==> config.mk <==
export PLATFORM = sky130hd
export DESIGN_NAME = mem_port_arbiter
export DESIGN_NICKNAME = d
export VERILOG_FILES = /design/src/rtl/mem_port_arbiter.sv
export SDC_FILE = /design/constraint.sdc
export NUM_CORES = 1
export LEC_CHECK = 0
export CAP_MARGIN = 20
export CORE_MARGIN = 8
export CORE_UTILIZATION = 44
export DETAILED_ROUTE_END_ITERATION = 16
export PLACE_DENSITY_LB_ADDON = 0.1
export SKIP_LAST_GASP = 1
export SYNTH_ARGS = -nofsm -noshare
export SYNTH_HDL_FRONTEND = slang
export SYNTH_SLANG_ARGS = --single-unit
==> constraint.sdc <==
create_clock -name clk -period 4.3 [get_ports clk]
set_input_delay 0.86 -clock clk [delete_from_list [all_inputs] [get_ports clk]]
set_output_delay 0.86 -clock clk [all_outputs]
set_load 0.01 [all_outputs]
==> src/rtl/mem_port_arbiter.sv <==
// Arbitrates one single-ported memory between instruction fetch and data load/store.
// Optional ARB_PERF_CNT_EN adds saturating per-port stall-cycle counters.
module mem_port_arbiter #(
    parameter int unsigned AW     = 16,
    parameter int unsigned DW     = 16,
    parameter int unsigned MAX_D  = 4,
    parameter int unsigned TO_CYC = 255
) (
    input  logic          clk,
    input  logic          rst,
    input  logic          i_req,
    input  logic [AW-1:0] i_addr,
    output logic          i_ack,
    output logic [DW-1:0] i_rdata,
    output logic          i_stall,
    input  logic          d_req,
    input  logic          d_we,
    input  logic [AW-1:0] d_addr,
    input  logic [DW-1:0] d_wdata,
    output logic          d_ack,
    output logic [DW-1:0] d_rdata,
    output logic          d_stall,
    output logic          mem_req,
    output logic          mem_we,
    output logic [AW-1:0] mem_addr,
    output logic [DW-1:0] mem_wdata,
    input  logic          mem_rdy,
    input  logic [DW-1:0] mem_rdata,
    output logic          err,
    output logic [31:0]   i_wait_cnt,
    output logic [31:0]   d_wait_cnt
);

    localparam int unsigned DCW = 4;
    localparam int unsigned TCW = 8;

    typedef enum logic [1:0] {
        S_IDLE   = 2'd0,
        S_BUSY_I = 2'd1,
        S_BUSY_D = 2'd2
    } state_t;

    state_t          r_state,     w_state_nxt;
    logic [DCW-1:0]  r_dcnt,      w_dcnt_nxt;
    logic [TCW-1:0]  r_tcnt,      w_tcnt_nxt;
    logic            r_i_ack,     w_i_ack_nxt;
    logic            r_d_ack,     w_d_ack_nxt;
    logic [DW-1:0]   r_i_rdata,   w_i_rdata_nxt;
    logic [DW-1:0]   r_d_rdata,   w_d_rdata_nxt;
    logic            r_mem_req,   w_mem_req_nxt;
    logic            r_mem_we,    w_mem_we_nxt;
    logic [AW-1:0]   r_mem_addr,  w_mem_addr_nxt;
    logic [DW-1:0]   r_mem_wdata, w_mem_wdata_nxt;
    logic            r_err,       w_err_nxt;
    logic            w_tout;
    logic            w_fetch_forced;
    logic [DW-1:0]   w_rd_val;

    // State and registered outputs
    always_ff @(posedge clk or posedge rst) begin
        if (rst) begin
            r_state     <= S_IDLE;
            r_dcnt      <= '0;
            r_tcnt      <= '0;
            r_i_ack     <= 1'b0;
            r_d_ack     <= 1'b0;
            r_i_rdata   <= '0;
            r_d_rdata   <= '0;
            r_mem_req   <= 1'b0;
            r_mem_we    <= 1'b0;
            r_mem_addr  <= '0;
            r_mem_wdata <= '0;
            r_err       <= 1'b0;
        end else begin
            r_state     <= w_state_nxt;
            r_dcnt      <= w_dcnt_nxt;
            r_tcnt      <= w_tcnt_nxt;
            r_i_ack     <= w_i_ack_nxt;
            r_d_ack     <= w_d_ack_nxt;
            r_i_rdata   <= w_i_rdata_nxt;
            r_d_rdata   <= w_d_rdata_nxt;
            r_mem_req   <= w_mem_req_nxt;
            r_mem_we    <= w_mem_we_nxt;
            r_mem_addr  <= w_mem_addr_nxt;
            r_mem_wdata <= w_mem_wdata_nxt;
            r_err       <= w_err_nxt;
        end
    end

    // Grant selection, completion/timeout handling
    always_comb begin
        w_state_nxt     = r_state;
        w_dcnt_nxt      = r_dcnt;
        w_tcnt_nxt      = r_tcnt;
        w_i_ack_nxt     = 1'b0;
        w_d_ack_nxt     = 1'b0;
        w_i_rdata_nxt   = r_i_rdata;
        w_d_rdata_nxt   = r_d_rdata;
        w_mem_req_nxt   = r_mem_req;
        w_mem_we_nxt    = r_mem_we;
        w_mem_addr_nxt  = r_mem_addr;
        w_mem_wdata_nxt = r_mem_wdata;
        w_err_nxt       = r_err;
        w_tout          = (r_tcnt == TCW'(TO_CYC - 1));
        w_fetch_forced  = i_req && (r_dcnt == DCW'(MAX_D));
        w_rd_val        = mem_rdy ? mem_rdata : '0;

        case (r_state)
            S_IDLE: begin
                if (d_req && !w_fetch_forced) begin
                    w_state_nxt     = S_BUSY_D;
                    w_mem_req_nxt   = 1'b1;
                    w_mem_we_nxt    = d_we;
                    w_mem_addr_nxt  = d_addr;
                    w_mem_wdata_nxt = d_wdata;
                    w_tcnt_nxt      = '0;
                    w_dcnt_nxt      = i_req ? r_dcnt + DCW'(1) : '0;
                end else if (i_req) begin
                    w_state_nxt     = S_BUSY_I;
                    w_mem_req_nxt   = 1'b1;
                    w_mem_we_nxt    = 1'b0;
                    w_mem_addr_nxt  = i_addr;
                    w_mem_wdata_nxt = '0;
                    w_tcnt_nxt      = '0;
                    w_dcnt_nxt      = '0;
                end else begin
                    w_dcnt_nxt = '0;
                end
            end
            S_BUSY_I, S_BUSY_D: begin
                // A timeout completes like a normal access but returns zero data
                if (mem_rdy || w_tout) begin
                    w_state_nxt   = S_IDLE;
                    w_mem_req_nxt = 1'b0;
                    if (!mem_rdy) begin
                        w_err_nxt = 1'b1;
                    end
                    if (r_state == S_BUSY_I) begin
                        w_i_ack_nxt   = 1'b1;
                        w_i_rdata_nxt = w_rd_val;
                    end else begin
                        w_d_ack_nxt = 1'b1;
                        if (!r_mem_we) begin
                            w_d_rdata_nxt = w_rd_val;
                        end
                    end
                end else begin
                    w_tcnt_nxt = r_tcnt + TCW'(1);
                end
            end
            default: begin
                w_state_nxt   = S_IDLE;
                w_mem_req_nxt = 1'b0;
            end
        endcase
    end

    assign i_ack     = r_i_ack;
    assign d_ack     = r_d_ack;
    assign i_rdata   = r_i_rdata;
    assign d_rdata   = r_d_rdata;
    assign mem_req   = r_mem_req;
    assign mem_we    = r_mem_we;
    assign mem_addr  = r_mem_addr;
    assign mem_wdata = r_mem_wdata;
    assign err       = r_err;
    assign i_stall   = i_req & ~r_i_ack;
    assign d_stall   = d_req & ~r_d_ack;

`ifdef ARB_PERF_CNT_EN
    logic [31:0] r_i_wait_cnt;
    logic [31:0] r_d_wait_cnt;

    // Saturating stall-cycle counters
    always_ff @(posedge clk or posedge rst) begin
        if (rst) begin
            r_i_wait_cnt <= '0;
            r_d_wait_cnt <= '0;
        end else begin
            if (i_stall && (r_i_wait_cnt != 32'hFFFF_FFFF)) begin
                r_i_wait_cnt <= r_i_wait_cnt + 32'd1;
            end
            if (d_stall && (r_d_wait_cnt != 32'hFFFF_FFFF)) begin
                r_d_wait_cnt <= r_d_wait_cnt + 32'd1;
            end
        end
    end

    assign i_wait_cnt = r_i_wait_cnt;
    assign d_wait_cnt = r_d_wait_cnt;
`else
    assign i_wait_cnt = 32'h0;
    assign d_wait_cnt = 32'h0;
`endif

endmodule
==> flow_metrics.py <==
metrics = {
    "clocking": {
        "ctsHoldBuffers": 0,
        "clk_pin_slew_ns": 0.08,
        "clock-root-buffer": "clkbuf_8",
        "cts_tree": "built",
        "clkLatencyLatePin_ns": 0.35,
        "cts_setup_buffers": 0,
        "htree_levels": 3,
        "cts_max_path_buffers": 2,
        "cts.sink_count": 83,
        "ctsResizeCount": 0,
        "numCtsBuffers": 9,
    },
    "layout": {
        "drive_gt1_share_pct": 6.272,
        "seq_area_mm2": 0.002077,
        "stdcell_area_mm2": 0.005782,
        "syn_to_final_growth_pct": 36.03,
        "diodes": 0,
        "fillers": 882,
        "multi_input_area_mm2": 0.001797,
        "nets": 645,
        "final_core_util_pct": 60.26,
    },
    "routing": {
        "drc": 0,
        "drtIter0Drc": 80,
        "wl_per_cell_um": 15.81,
        "drt_first_pass_iters": 4,
        "drt-total-wl_um": 11180,
        "vias_per_cell": 4.868,
        "antenna_left": 0,
        "num_vias": 3442,
    },
    "timing": {
        "setup_viol": 0,
        "whs_ns": 0.4687,
        "finalHoldViolations": 0,
        "setup-tns-final_ns": 0,
        "slew_headroom_pct": 33.59,
        "rsz0062_at_grt": "no",
        "finalCritPeriodShare_pct": 72.29,
        "slew_viol_final": 0,
        "worst_slew_pin_slew_ns": 0.9940,
        "max_freq_mhz": 321.7,
        "skew_ns": 0.01425,
        "period_minus_slack_ns": 3.108,
    },
    "placement": {
        "dpl_cell_area_mm2": 0.005529,
        "port_buffers": 140,
        "place_hpwl_um": 8317,
        "place.gp.congestion": 0.8350,
    },
    "setup_path": {
        "arrival_ns": 2.25,
        "cp_common_cell": "clkdlybuf4s50_1",
        "slowest_stage": "clkdlybuf4s50_1",
        "crit_path_end_kind": "primary output",
        "critPathTopFamily": "buffers and inverters",
        "cp.required_ns": 3.44,
        "path_buf_inv": 2,
        "critPathMaxFanout": 11,
        "rr_worst_depth": 7,
        "path_class": "primary input to primary output",
        "crit_chain": "clkdlybuf4s50_1 > nor2b_1 > clkdlybuf4s50_1",
        "path_depth": 3,
        "worst_path_largest_cell_delay_ns": 0.67,
        "cp-start-kind": "primary input",
    },
    "floorplanning": {
        "coreArea_mm2": 0.009594,
        "dieWidth_um": 114.3,
        "die_y_um": 114.3,
        "start_util_pct": 44.30,
        "io_pins": 205,
        "rows": 36,
        "dieArea_mm2": 0.01306,
    },
    "power_and_ir_drop": {
        "ir_drop_mv": 0.3115,
        "p_leak_nw": 2.721,
        "p_per_area_mw_per_mm2": 639.6,
    },
    "min_path": {
        "hold_class": "flop to flop",
        "worstHoldPathCells": 2,
    },
    "logic_synthesis": {
        "synthCells": 437,
        "synth_edf_count": 0,
        "avgSynthCellArea_um2": 9.726,
        "synth.top_cell.area_share_pct": 48.87,
        "syn_area_mm2": 0.004250,
        "synthArstFlopShare_pct": 100.0,
        "synth_area_leader_cell": "dfrtp_1",
        "synth_ff_type": "dfrtp_1",
        "synthTopCellsByArea": "dfrtp_1 49%, buf_4 11%, nand2_1 6.6%, a32o_1 3.8%, and4_1 3.3%",
        "ys_seq_elements": 83,
        "yosys_warnings": 0,
        "synthDistinctLibCells": 47,
        "yosysSeqAreaShare_pct": 48.87,
    },
    "grt": {
        "grt_pass1_vias": 3558,
        "grt_pass1_wl_um": 17790,
        "grtUsageTotal_pct": 16.95,
        "grt-ovfl-total": 0,
        "grt_max_degree": 58,
        "grt_antenna_before_repair": 0,
    },
    "run": {
        "drv_cap": 0,
    },
    "outcome": {
        "status": "completed",
    },
}
==> cells by family after synthesis <==
group | after synthesis | share of synthesized area [%]
and+or+nand+nor | 167 | 19.90
AOI/OAI and AO/OA | 80 | 14.54
DFF | 83 | 48.87
adders and majority gates | 6 | 1.766
muxes | 1 | 0.2355
other | 1 | 0.08823
buffers and inverters | 99 | 14.60
==> synth_stat cells, drive strengths merged (3+ instances only) <==
library cell   n
dfrtp         83
inv            9
a21o          17
and4          17
and2           4
a21boi         3
ha             6
a31oi         16
a32o          16
or3            3
clkbuf        18
o21ai         14
nor2b          6
nand3         23
nand4          7
buf           72
nor2          22
nand2         75
==> report_power, final <==
part | internal, mW | switching (mW)
Combinational | 0.897 | 0.883
Sequential | 1.11 | 0.182
Clock | 0.344 | 0.287
==> stage by stage <==
stage | std cells | worst slack (ns) | total power, mW
after floorplan | 500 | 1.303 | 2.228
after global placement | 690 | 1.204 | 3.080
after detailed placement | 690 | 1.184 | 3.108
after CTS | 706 | 1.183 | 3.750
after global routing | 707 | 1.109 | 3.963
final | 707 | 1.192 | 3.698
==> registers in the layout, summed over array words and instances (netlist names) <==
| signal | count |
|---|---|
| i_rdata | 16 |
| mem_we | 1 |
| r_tcnt | 8 |
| r_dcnt | 4 |
| mem_wdata | 16 |
| i_ack | 1 |
| mem_req | 1 |
| mem_addr | 16 |
| r_state | 2 |
| err | 1 |
| d_rdata | 16 |
| d_ack | 1 |
==> cells in the final DEF, fill, tap and decap left out, drive strengths merged, types with 10 or more instances in the layout <==
master         synthesis  layout
clkdlybuf4s50          0     140
nor2                  22      22
a31oi                 16      16
o21ai                 14      14
nand3                 23      23
conb                   1      64
nand2                 75      75
a32o                  16      16
clkbuf                18      10
dfrtp                 83      83
and4                  17      17
a21o                  17      17
==> final timing paths <==
path	slack [ns]	from	endpoint
max reg2reg	1.61	r_state[0]	d_rdata[1]
min in group asynchronous	0.72	rst	mem_wdata[9]
max in group asynchronous	2.84	rst	r_dcnt[2]
min reg2reg	0.47	mem_wdata[11]	mem_wdata[11]
max	1.19	i_req	i_stall
min	0.47	mem_wdata[11]	mem_wdata[11]
==> worst reg2reg max path, stage by stage (launching register included) <==
cell,delay (ns)
dfrtp_1,0.40
inv_1,0.06
ha_1,0.77
inv_1,0.33
nor3_4,0.21
buf_4,0.26
o21ai_2,0.27
a32o_1,0.29
==> layer usage <==
| metal | vias up | routed length (µm) | global-route usage (%) |
|---|---|---|---|
| met3 | 11 | 1430 | 8.703 |
| met2 | 143 | 5058 | 26.89 |
| li1 | 1675 | - | - |
| met4 | 0 | 136 | 6.389 |
| met1 | 1613 | 4552 | 19.03 |
| met5 | - | 0 | 0 |
==> cell type report <==
type | instances | share of cell area, %
flip-flops and latches | 83 | 35.92
multi-input cells | 318 | 31.08
repair buffers | 148 | 25.62
well taps | 133 | 2.878
clock buffers | 10 | 2.380
clock inverters | 6 | 1.515
inverters | 9 | 0.6059
Power figures use the tool's default switching activity.
